==> src/rtl/div_iter_unit_pkg.sv <==
// ---------------------------------------------------------------------------
// div_iter_unit_pkg
//   Shared definitions for the EX-stage iterative divider and the decoder.
//   - div_state_t    : divider FSM encodings (IDLE/BUSY/DONE)
//   - DIV_ZERO_QUOT  : quotient returned for a zero divisor
//   - FUNCT_DIV/DIVU : R-type funct codes recognised by the decoder
// ---------------------------------------------------------------------------
package div_iter_unit_pkg;

    localparam int DIV_WIDTH = 32;

    typedef enum logic [1:0] {
        ST_IDLE = 2'd0,
        ST_BUSY = 2'd1,
        ST_DONE = 2'd2
    } div_state_t;

    // Divide-by-zero does not trap: the quotient reads as all ones.
    localparam logic [DIV_WIDTH-1:0] DIV_ZERO_QUOT = {DIV_WIDTH{1'b1}};

    localparam logic [5:0] FUNCT_DIV  = 6'h1A;
    localparam logic [5:0] FUNCT_DIVU = 6'h1B;

    // True for either divide funct code.
    function automatic logic is_div_funct(input logic [5:0] funct);
        return (funct == FUNCT_DIV) || (funct == FUNCT_DIVU);
    endfunction

endpackage

==> src/rtl/div_iter_unit_abs_neg.sv <==
// ---------------------------------------------------------------------------
// div_abs_neg
//   Combinational conditional two's-complement negate.
//   Ports:
//     i_val  in  WIDTH  value
//     i_neg  in  1      1 = output -i_val, 0 = pass through
//     o_val  out WIDTH  result
// ---------------------------------------------------------------------------
module div_abs_neg #(
    parameter int WIDTH = 32
) (
    input  logic [WIDTH-1:0] i_val,
    input  logic             i_neg,
    output logic [WIDTH-1:0] o_val
);

    always_comb begin
        o_val = i_val;
        if (i_neg) begin
            o_val = ~i_val + WIDTH'(1);
        end
    end

endmodule

==> src/rtl/div_iter_unit.sv <==
// ---------------------------------------------------------------------------
// div_iter_unit
//   Iterative restoring divider (DIV/DIVU) in the EX stage. Holds the
//   pipeline through stall_divE while a divide is in flight and produces a
//   one-cycle HI/LO write strobe on completion.
//   Ports:
//     clk          in   1      core clock, rising edge
//     rst          in   1      synchronous active-high reset
//     div_startE   in   1      DIV/DIVU valid in EX
//     div_signedE  in   1      1 = DIV, 0 = DIVU
//     flushE       in   1      annul EX work
//     srcaE        in   WIDTH  dividend
//     srcbE        in   WIDTH  divisor
//     stall_divE   out  1      stall request to hazard unit
//     div_validE   out  1      HI/LO write strobe
//     div_hiE      out  WIDTH  remainder
//     div_loE      out  WIDTH  quotient
//     dbg_stateE   out  2      current FSM state (observation only)
//   Handshake: a request is accepted in IDLE when div_startE=1 and
//   flushE=0; the instruction stays in EX while stall_divE=1 and the
//   result is valid for exactly the single cycle div_validE=1.
// ---------------------------------------------------------------------------
module div_iter_unit
    import div_iter_unit_pkg::*;
#(
    parameter int WIDTH = 32,
    parameter int CNT_W = 6
) (
    input  logic             clk,
    input  logic             rst,
    input  logic             div_startE,
    input  logic             div_signedE,
    input  logic             flushE,
    input  logic [WIDTH-1:0] srcaE,
    input  logic [WIDTH-1:0] srcbE,
    output logic             stall_divE,
    output logic             div_validE,
    output logic [WIDTH-1:0] div_hiE,
    output logic [WIDTH-1:0] div_loE,
    output div_state_t       dbg_stateE
);

    div_state_t       r_state;
    logic [CNT_W-1:0] r_cnt;
    logic [WIDTH:0]   r_rem;     // partial remainder, one guard bit
    logic [WIDTH-1:0] r_q;       // dividend shifts out, quotient shifts in
    logic [WIDTH-1:0] r_b;       // |divisor|
    logic             r_neg_q;   // negate quotient at fix-up
    logic             r_neg_r;   // negate remainder at fix-up
    logic             r_valid;
    logic [WIDTH-1:0] r_hi;
    logic [WIDTH-1:0] r_lo;

    logic             w_accept;
    logic             w_b_zero;
    logic [WIDTH-1:0] w_a_abs;
    logic [WIDTH-1:0] w_b_abs;
    logic [WIDTH+1:0] w_shift;
    logic [WIDTH+1:0] w_trial;
    logic             w_take;
    logic [WIDTH:0]   w_rem_next;
    logic [WIDTH-1:0] w_q_next;
    logic [WIDTH-1:0] w_q_fix;
    logic [WIDTH-1:0] w_r_fix;
    logic             w_last;

    assign w_accept = (r_state == ST_IDLE) && div_startE && !flushE;
    assign w_b_zero = (srcbE == '0);
    assign w_last   = (r_cnt == CNT_W'(WIDTH - 1));

    // Operand magnitudes; 0x80000000 maps onto itself, which is the
    // correct unsigned magnitude.
    div_abs_neg #(.WIDTH(WIDTH)) u_abs_a (
        .i_val (srcaE),
        .i_neg (div_signedE & srcaE[WIDTH-1]),
        .o_val (w_a_abs)
    );

    div_abs_neg #(.WIDTH(WIDTH)) u_abs_b (
        .i_val (srcbE),
        .i_neg (div_signedE & srcbE[WIDTH-1]),
        .o_val (w_b_abs)
    );

    // Restoring step. Two extra bits keep the trial's sign unambiguous:
    // the shifted remainder can reach 2*b-1 while b can be 2**WIDTH-1.
    assign w_shift    = {r_rem, r_q[WIDTH-1]};
    assign w_trial    = w_shift - {2'b00, r_b};
    assign w_take     = ~w_trial[WIDTH+1];
    assign w_rem_next = w_take ? w_trial[WIDTH:0] : w_shift[WIDTH:0];
    assign w_q_next   = {r_q[WIDTH-2:0], w_take};

    // Sign fix-up applied to the values produced by the final step.
    div_abs_neg #(.WIDTH(WIDTH)) u_fix_q (
        .i_val (w_q_next),
        .i_neg (r_neg_q),
        .o_val (w_q_fix)
    );

    div_abs_neg #(.WIDTH(WIDTH)) u_fix_r (
        .i_val (w_rem_next[WIDTH-1:0]),
        .i_neg (r_neg_r),
        .o_val (w_r_fix)
    );

    always_ff @(posedge clk) begin
        if (rst) begin
            r_state <= ST_IDLE;
            r_cnt   <= '0;
            r_rem   <= '0;
            r_q     <= '0;
            r_b     <= '0;
            r_neg_q <= 1'b0;
            r_neg_r <= 1'b0;
            r_valid <= 1'b0;
            r_hi    <= '0;
            r_lo    <= '0;
        end else begin
            case (r_state)
                ST_IDLE: begin
                    r_valid <= 1'b0;
                    if (w_accept) begin
                        if (w_b_zero) begin
                            r_hi    <= srcaE;
                            r_lo    <= DIV_ZERO_QUOT;
                            r_valid <= 1'b1;
                            r_state <= ST_DONE;
                        end else begin
                            r_q     <= w_a_abs;
                            r_b     <= w_b_abs;
                            r_neg_q <= div_signedE & (srcaE[WIDTH-1] ^ srcbE[WIDTH-1]);
                            r_neg_r <= div_signedE & srcaE[WIDTH-1];
                            r_rem   <= '0;
                            r_cnt   <= '0;
                            r_state <= ST_BUSY;
                        end
                    end
                end
                ST_BUSY: begin
                    if (flushE) begin
                        r_state <= ST_IDLE;
                    end else begin
                        r_rem <= w_rem_next;
                        r_q   <= w_q_next;
                        r_cnt <= r_cnt + CNT_W'(1);
                        if (w_last) begin
                            r_lo    <= w_q_fix;
                            r_hi    <= w_r_fix;
                            r_valid <= 1'b1;
                            r_state <= ST_DONE;
                        end
                    end
                end
                ST_DONE: begin
                    // A start seen here is not legal and is dropped.
                    r_valid <= 1'b0;
                    r_state <= ST_IDLE;
                end
                default: begin
                    r_valid <= 1'b0;
                    r_state <= ST_IDLE;
                end
            endcase
        end
    end

    // Stall is combinational so the accepting cycle already holds the
    // pipeline; a flush releases it in the same cycle.
    assign stall_divE = !flushE &&
                        ((r_state == ST_BUSY) || ((r_state == ST_IDLE) && div_startE));

    // A flush in DONE annuls the strobe in that very cycle.
    assign div_validE = r_valid && !flushE;
    assign div_hiE    = r_hi;
    assign div_loE    = r_lo;
    assign dbg_stateE = r_state;

endmodule

==> config.mk <==
export PLATFORM = sky130hd
export DESIGN_NAME = div_iter_unit
export DESIGN_NICKNAME = d
export VERILOG_FILES = /design/src/rtl/div_iter_unit_pkg.sv /design/src/rtl/div_iter_unit_abs_neg.sv /design/src/rtl/div_iter_unit.sv
export SDC_FILE = /design/constraint.sdc
export NUM_CORES = 1
export LEC_CHECK = 0
export ABC_AREA = 1
export CAP_MARGIN = 15
export CORE_UTILIZATION = 35
export DETAILED_ROUTE_END_ITERATION = 12
export DONT_BUFFER_PORTS = 1
export PLACE_DENSITY = 0.58
export SYNTH_ARGS = -nofsm -noshare
export SYNTH_HDL_FRONTEND = slang
export SYNTH_SLANG_ARGS = --single-unit
==> constraint.sdc <==
create_clock -name clk -period 7.3 [get_ports clk]
set_input_delay 0.73 -clock clk [delete_from_list [all_inputs] [get_ports clk]]
set_output_delay 0.73 -clock clk [all_outputs]
set_load 0.005 [all_outputs]
## After elaboration in Yosys (flattened, before gate mapping)

Index checks and enable logic that the tools add are counted.

| operators by class | value |
|---|---|
| add/sub/neg operators | 6 |
| equality and inequality tests | 8 |
| muxes and demuxes | 37 |
| bitwise operators | 10 |
| reductions and logical operators | 14 |

Operator list:

| operator | number |
|---|---|
| 32-bit 2-to-1 mux | 15 |
| 32-bit one-hot mux with 2 select lines | 3 |
| 33-bit 2-to-1 mux | 4 |
| 32-bit by 1-bit adder with 32-bit output, second input constant | 4 |
| 32-bit NOT | 4 |
| 33-bit one-hot mux with 2 select lines | 1 |
| 34-bit by 32-bit subtractor with 34-bit output | 1 |
| 32-bit logical NOT | 1 |
| 6-bit 2-to-1 mux | 3 |
| 6-bit one-hot mux with 2 select lines | 1 |
| 2-bit != test, second input constant | 5 |
| 2-bit 2-to-1 mux | 4 |
| 6-bit by 1-bit adder with 6-bit output, second input constant | 1 |
| 6-bit by 5-bit == test with 1-bit output, second input constant | 1 |
| 5-bit AND reduction | 1 |
| 1-bit logical AND | 4 |
| 1-bit 2-to-1 mux | 4 |
| 2-bit one-hot mux with 2 select lines | 1 |
| 2-bit AND reduction | 2 |
| 4-bit AND reduction | 1 |
| 1-bit bitwise AND | 3 |
| 3-bit != test, second input constant | 1 |
| 3-bit AND reduction | 1 |
| 2-bit by 1-bit == test with 1-bit output, second input constant | 1 |
| 7 further kinds | 8 |

| word-level totals | value |
|---|---|
| register bits after elaboration | 172 |
| logic and storage cells | 85 |

## Logic depth before layout (Yosys ltp)

| logic depth | value |
|---|---|
| depth in word-level cells | 8 |
| mapped depth | 32 |

## Hierarchy

Synthesis repeated with hierarchy kept, for this count alone.

| unflattened totals | value |
|---|---|
| cell total of the unflattened synthesis | 2590 |
| area, all modules | 14968.1 µm² |

Modules (own cells, without submodules):

| module | times used | cells an instance | area an instance (µm²) |
|---|---|---|---|
| div_iter_unit | 1 | 1682 | 10533.9 |
| div_abs_neg | 4 | 227 | 1108.6 |

## Least setup slack after synthesis

Ideal clock, no wire load.

| path | value |
|---|---|
| path type | register to register |
| start | reg r_b[15] |
| end | reg r_lo[30] (netlist: div_loE[30]) |
| library setup time | 0.070 ns |
| data arrival time | 3.602 ns |
| required time | 7.230 ns |
| slack | 3.628 ns |
| cell stages (with the launch flop) | 30 |
| path through | dfxtp_1 -> inv_1 -> ha_1 -> buf_4 -> nand2_2 -> o21ai_0 -> nor2_1 -> nand2_2 -> nand2_4 -> nand2_4 -> nand2_4 -> nand2_4 -> buf_12 -> buf_6 -> ha_1 -> inv_1 -> nor3_1 -> and3_1 -> nand2_1 -> nor3_1 -> nand2_1 -> nand2_1 -> o21ai_0 -> inv_1 -> o21ai_0 -> a21oi_1 -> o21ai_0 -> o21ai_0 -> a21oi_1 -> a21oi_1 |

| between the ends | value |
|---|---|
| longest elaborated chain between the ends | 8 |

RTL lines:

| what | RTL line | text |
|---|---|---|
| from (decl) | div_iter_unit.sv:47 | `logic [WIDTH-1:0] r_b;` |
| from (signal assigned) | div_iter_unit.sv:130 | `r_b <= w_b_abs;` |
| 34-bit by 32-bit subtractor with 34-bit output | div_iter_unit.sv:88 | `assign w_trial = w_shift - {2'b00, r_b};` |
| 1-bit NOT | div_iter_unit.sv:89 | `assign w_take = ~w_trial[WIDTH+1];` |
| 32-bit NOT | div_iter_unit_abs_neg.sv:20 | `o_val = ~i_val + WIDTH'(1);` |
| 32-bit by 1-bit adder with 32-bit output | div_iter_unit_abs_neg.sv:20 |  |
| 32-bit 2-to-1 mux | div_iter_unit_abs_neg.sv:19 | `if (i_neg) begin` |
| 32-bit 2-to-1 mux | div_iter_unit.sv:146 | `if (w_last) begin` |
| 32-bit 2-to-1 mux | div_iter_unit.sv:140 | `if (flushE) begin` |
| 32-bit one-hot mux with 2 select lines | div_iter_unit.sv:119 | `case (r_state)` |
| to (signal assigned) | div_iter_unit.sv:147 | `r_lo <= w_q_fix;` |
| to (decl) | div_iter_unit.sv:52 | `logic [WIDTH-1:0] r_lo;` |

Every way passes these cells. The select of a mux whose other input is x is not followed.
A chain may end at the register's enable or synchronous reset.

## Final worst setup path

| path | value |
|---|---|
| start | reg r_rem[29] |
| end | reg r_lo[30] (netlist: div_loE[30]) |

| between the ends | value |
|---|---|
| longest elaborated chain between the ends | 8 |

RTL lines:

| what | RTL line | text |
|---|---|---|
| from (decl) | div_iter_unit.sv:45 | `logic [WIDTH:0] r_rem;` |
| from (signal assigned) | div_iter_unit.sv:143 | `r_rem <= w_rem_next;` |
| 34-bit by 32-bit subtractor with 34-bit output | div_iter_unit.sv:88 |  |
| 1-bit NOT | div_iter_unit.sv:89 |  |
| 32-bit NOT | div_iter_unit_abs_neg.sv:20 |  |
| 32-bit by 1-bit adder with 32-bit output | div_iter_unit_abs_neg.sv:20 |  |
| 32-bit 2-to-1 mux | div_iter_unit_abs_neg.sv:19 |  |
| 32-bit 2-to-1 mux | div_iter_unit.sv:146 |  |
| 32-bit 2-to-1 mux | div_iter_unit.sv:140 |  |
| 32-bit one-hot mux with 2 select lines | div_iter_unit.sv:119 |  |

Every way passes these cells. The select of a mux whose other input is x is not followed.

==> results.toml <==
[logic_synthesis]
avgSynthCellArea_um2 = 6.11
async_flop_share_pct = 0
synthCells = 2152
ys_seq_area_share_pct = 26.2
synthDistinctLibCells = 59
synth_top_family_by_area = "simple AND/OR/NAND/NOR gates"
yosysMostFrequentCell = "nand2_1"
synth.largest_area_cell = "dfxtp_1"
synthSimpleGateAreaFrac_pct = 34.8
syn_nets = 2259
synthXorXnorAreaFrac_pct = 3.67
ys_top_cells_by_area = "dfxtp_1 (26%), nand2_1 (15%), inv_1 (7.7%)"
yosys_warnings = 0
synth_compound_area_share_pct = 20.3
syn-cell-area_um2 = 13100
synth_common_cells = "nand2_1 (533), inv_1 (268), nor2_1 (200)"
synth_top_cell_area_share_pct = 26.2
synth_edf_count = 0
synth_fa_ha_area_share_pct = 3.68
muxShareOfSynthArea_pct = 0
synthFlopType = "dfxtp_1"
ys_seq_elements = 172

[critical_path]
path_max_fanout = 38
reg2reg_from = "r_rem[29]$_SDFFE_PP0P_"
reg2reg_depth = 24
critPathKind = "reg -> reg"
cp-start-kind = "register"
end_kind = "register"
crit_start = "r_rem[29]$_SDFFE_PP0P_"
worstPathArrival_ns = 5.19
endpoint = "div_loE[30]$_SDFFE_PP0P_"
r2r_setup_slack_ns = 2.50
rr_endpoint = "div_loE[30]$_SDFFE_PP0P_"
critPathRequiredTime_ns = 7.69

[grt]
grt_pass1_wl_um = 72500
antenna_found_initial = 0
grt_pass1_vias = 13100
grt_use_total_pct = 24.2
grt_overflow = 0
grt_max_degree = 98

[cts]
cts-root-buf = "clkbuf_16"
ctsHoldBuffers = 0
cts_setup_buffers = 0
clock-sinks = 172
clkSlewWorstSetupHoldPaths_ns = 0.09
htreeDepth = 4
cts_max_path_buffers = 2
cts_tree = "yes"
cts-buffers-inserted = 17
post_cts_resized = 0
worstSkewPairLatency_ns = 0.47

[floorplanning]
io_pins = 137
start_util_pct = 35.7
die_w_um = 196
die_height_um = 196
std_cell_rows = 70
dieArea_um2 = 38300
core_area_um2 = 36800

[flow_run]
cap_violations = 0

[drt]
vias = 14000
drtIter0Drc = 1145
drc = 0
avgRoutedWirePerCell_um = 18.0
antenna_left = 0
vias_per_cell = 5.44
dr.pass1.iters = 8
routed_wl_um = 46100

[place]
placedCellCount = 2533
hpwl_um = 35300
port_buffers = 0
place_congestion = 0.969
dpl_worst_slack_ns = 2.68

[cells_and_area]
diodes = 0
area_delta_synth_final_pct = 6.08
drive_gt1_share_pct = 5.96
nNetsFinal = 2192
final_util_pct = 37.9
final-instance-count-excl-fill = 2566

[sta]
slew_viol_final = 0
fmax_ghz = 0.208
tightest_slew_ns = 1.03
finClkSkew_ns = 0.0218
setup_slack_ns = 2.50
setup_viol = 0
fin_crit_sh_pct = 65.7
rsz0062_at_grt = "no"
fin_setup_tns_ns = 0
hold_viol = 0
relSlewSlack_pct = 31.2
layout_min_cycle_time_ns = 4.80

[pwr]
p_leak_nw = 6.34
irDropWorstVdd_v = 0.000165
powerDensity_nw_per_um2 = 187

[status]
status = "completed"

[worst_hold_path]
hold_class = "in -> reg"
## metrics by stage
step           cell area (µm²)  hold WS (ns)  power [mW]
2_1_floorplan            13100         0.448        1.51
3_3_place_gp             13300         0.464        1.66
3_5_place_dp             13300         0.469        1.67
4_1_cts                  13900         0.308        2.61
5_1_grt                  13900         0.326        2.74
6_report                 13900         0.335        2.60
## worst min path at each step
| stage | startpoint | to | cells after the start |
|---|---|---|---|
| floorplan | r_cnt[2]$_SDFFE_PP0P_ | r_cnt[2]$_SDFFE_PP0P_ | 2 |
| global placement | r_cnt[1]$_SDFFE_PP0P_ | r_cnt[1]$_SDFFE_PP0P_ | 2 |
| detailed placement | div_loE[29]$_SDFFE_PP0P_ | div_loE[29]$_SDFFE_PP0P_ | 2 |
| CTS | rst | div_loE[5]$_SDFFE_PP0P_ | 1 |
| global route | rst | div_loE[4]$_SDFFE_PP0P_ | 1 |
| finish | rst | div_loE[31]$_SDFFE_PP0P_ | 1 |
## critical path, stage by stage (launching register included)
cell     delay (ns)
dfxtp_1        0.35
ha_1           0.39
nand2_1        0.13
a21oi_1        0.07
nor3_1         0.25
nand2_1        0.14
a21oi_4        0.25
nand3_4        0.22
nand2_4        0.44
ha_1           0.25
inv_1          0.06
nor3_1         0.18
and3_1         0.20
nand2_1        0.07
nor3_1         0.37
nand2_1        0.11
nand2_1        0.13
o21ai_0        0.09
inv_1          0.10
o21ai_0        0.13
a21oi_1        0.21
o21ai_0        0.14
o21ai_0        0.17
a21oi_1        0.06
a21oi_1        0.15
## registers in the layout (all words and copies together) (netlist names)
signal      count
dbg_stateE      2
div_hiE        32
div_loE        32
r_b            32
r_cnt           6
r_neg_q         1
r_neg_r         1
r_q            32
r_rem          33
r_valid         1
## layout make-up
class                           instances  area [µm²]
Fill cell                            4130       22800
Multi-Input combinational cell       1612        8230
Sequential cell                       172        3440
Inverter                              273        1020
Tap cell                              468         586
Clock buffer                           18         429
Clock inverter                         14         153
Timing Repair Buffer                    9        80.1
## per-layer routing
layer / GRT usage (%) / part of all wire [%] / up-vias
met1: 33.2 / 46 / 6405
li1: - / - / 6967
met5: 0 / 0 / -
met3: 5.26 / 7.9 / 67
met2: 36.7 / 43 / 516
met4: 9.52 / 3.5 / 0
## cell families after synthesis
kind of cell / Yosys count
AND/OR/NAND/NOR: 1044
AO/OA/AOI/OAI: 475
buffers and inverters: 368
flip-flops: 172
XOR/XNOR: 55
adder cells (fa/ha/maj): 38
## power breakdown
part | switching [mW] | leakage (nW) | internal (mW)
logic | 0.445 | 4.66 | 0.195
registers | 0.0395 | 1.40 | 0.980
clock network | 0.457 | 0.275 | 0.484
## layout by cell type, fill, tap and decap left out, drive strengths merged, types with 37 or more instances in the layout
cell type	count
nor2	217
ha	37
dfxtp	172
a21oi	205
o21ai	177
nor3	52
inv	280
nand3	142
xor2	37
nand2	563
No activity file was read; power rests on OpenSTA's default activity.
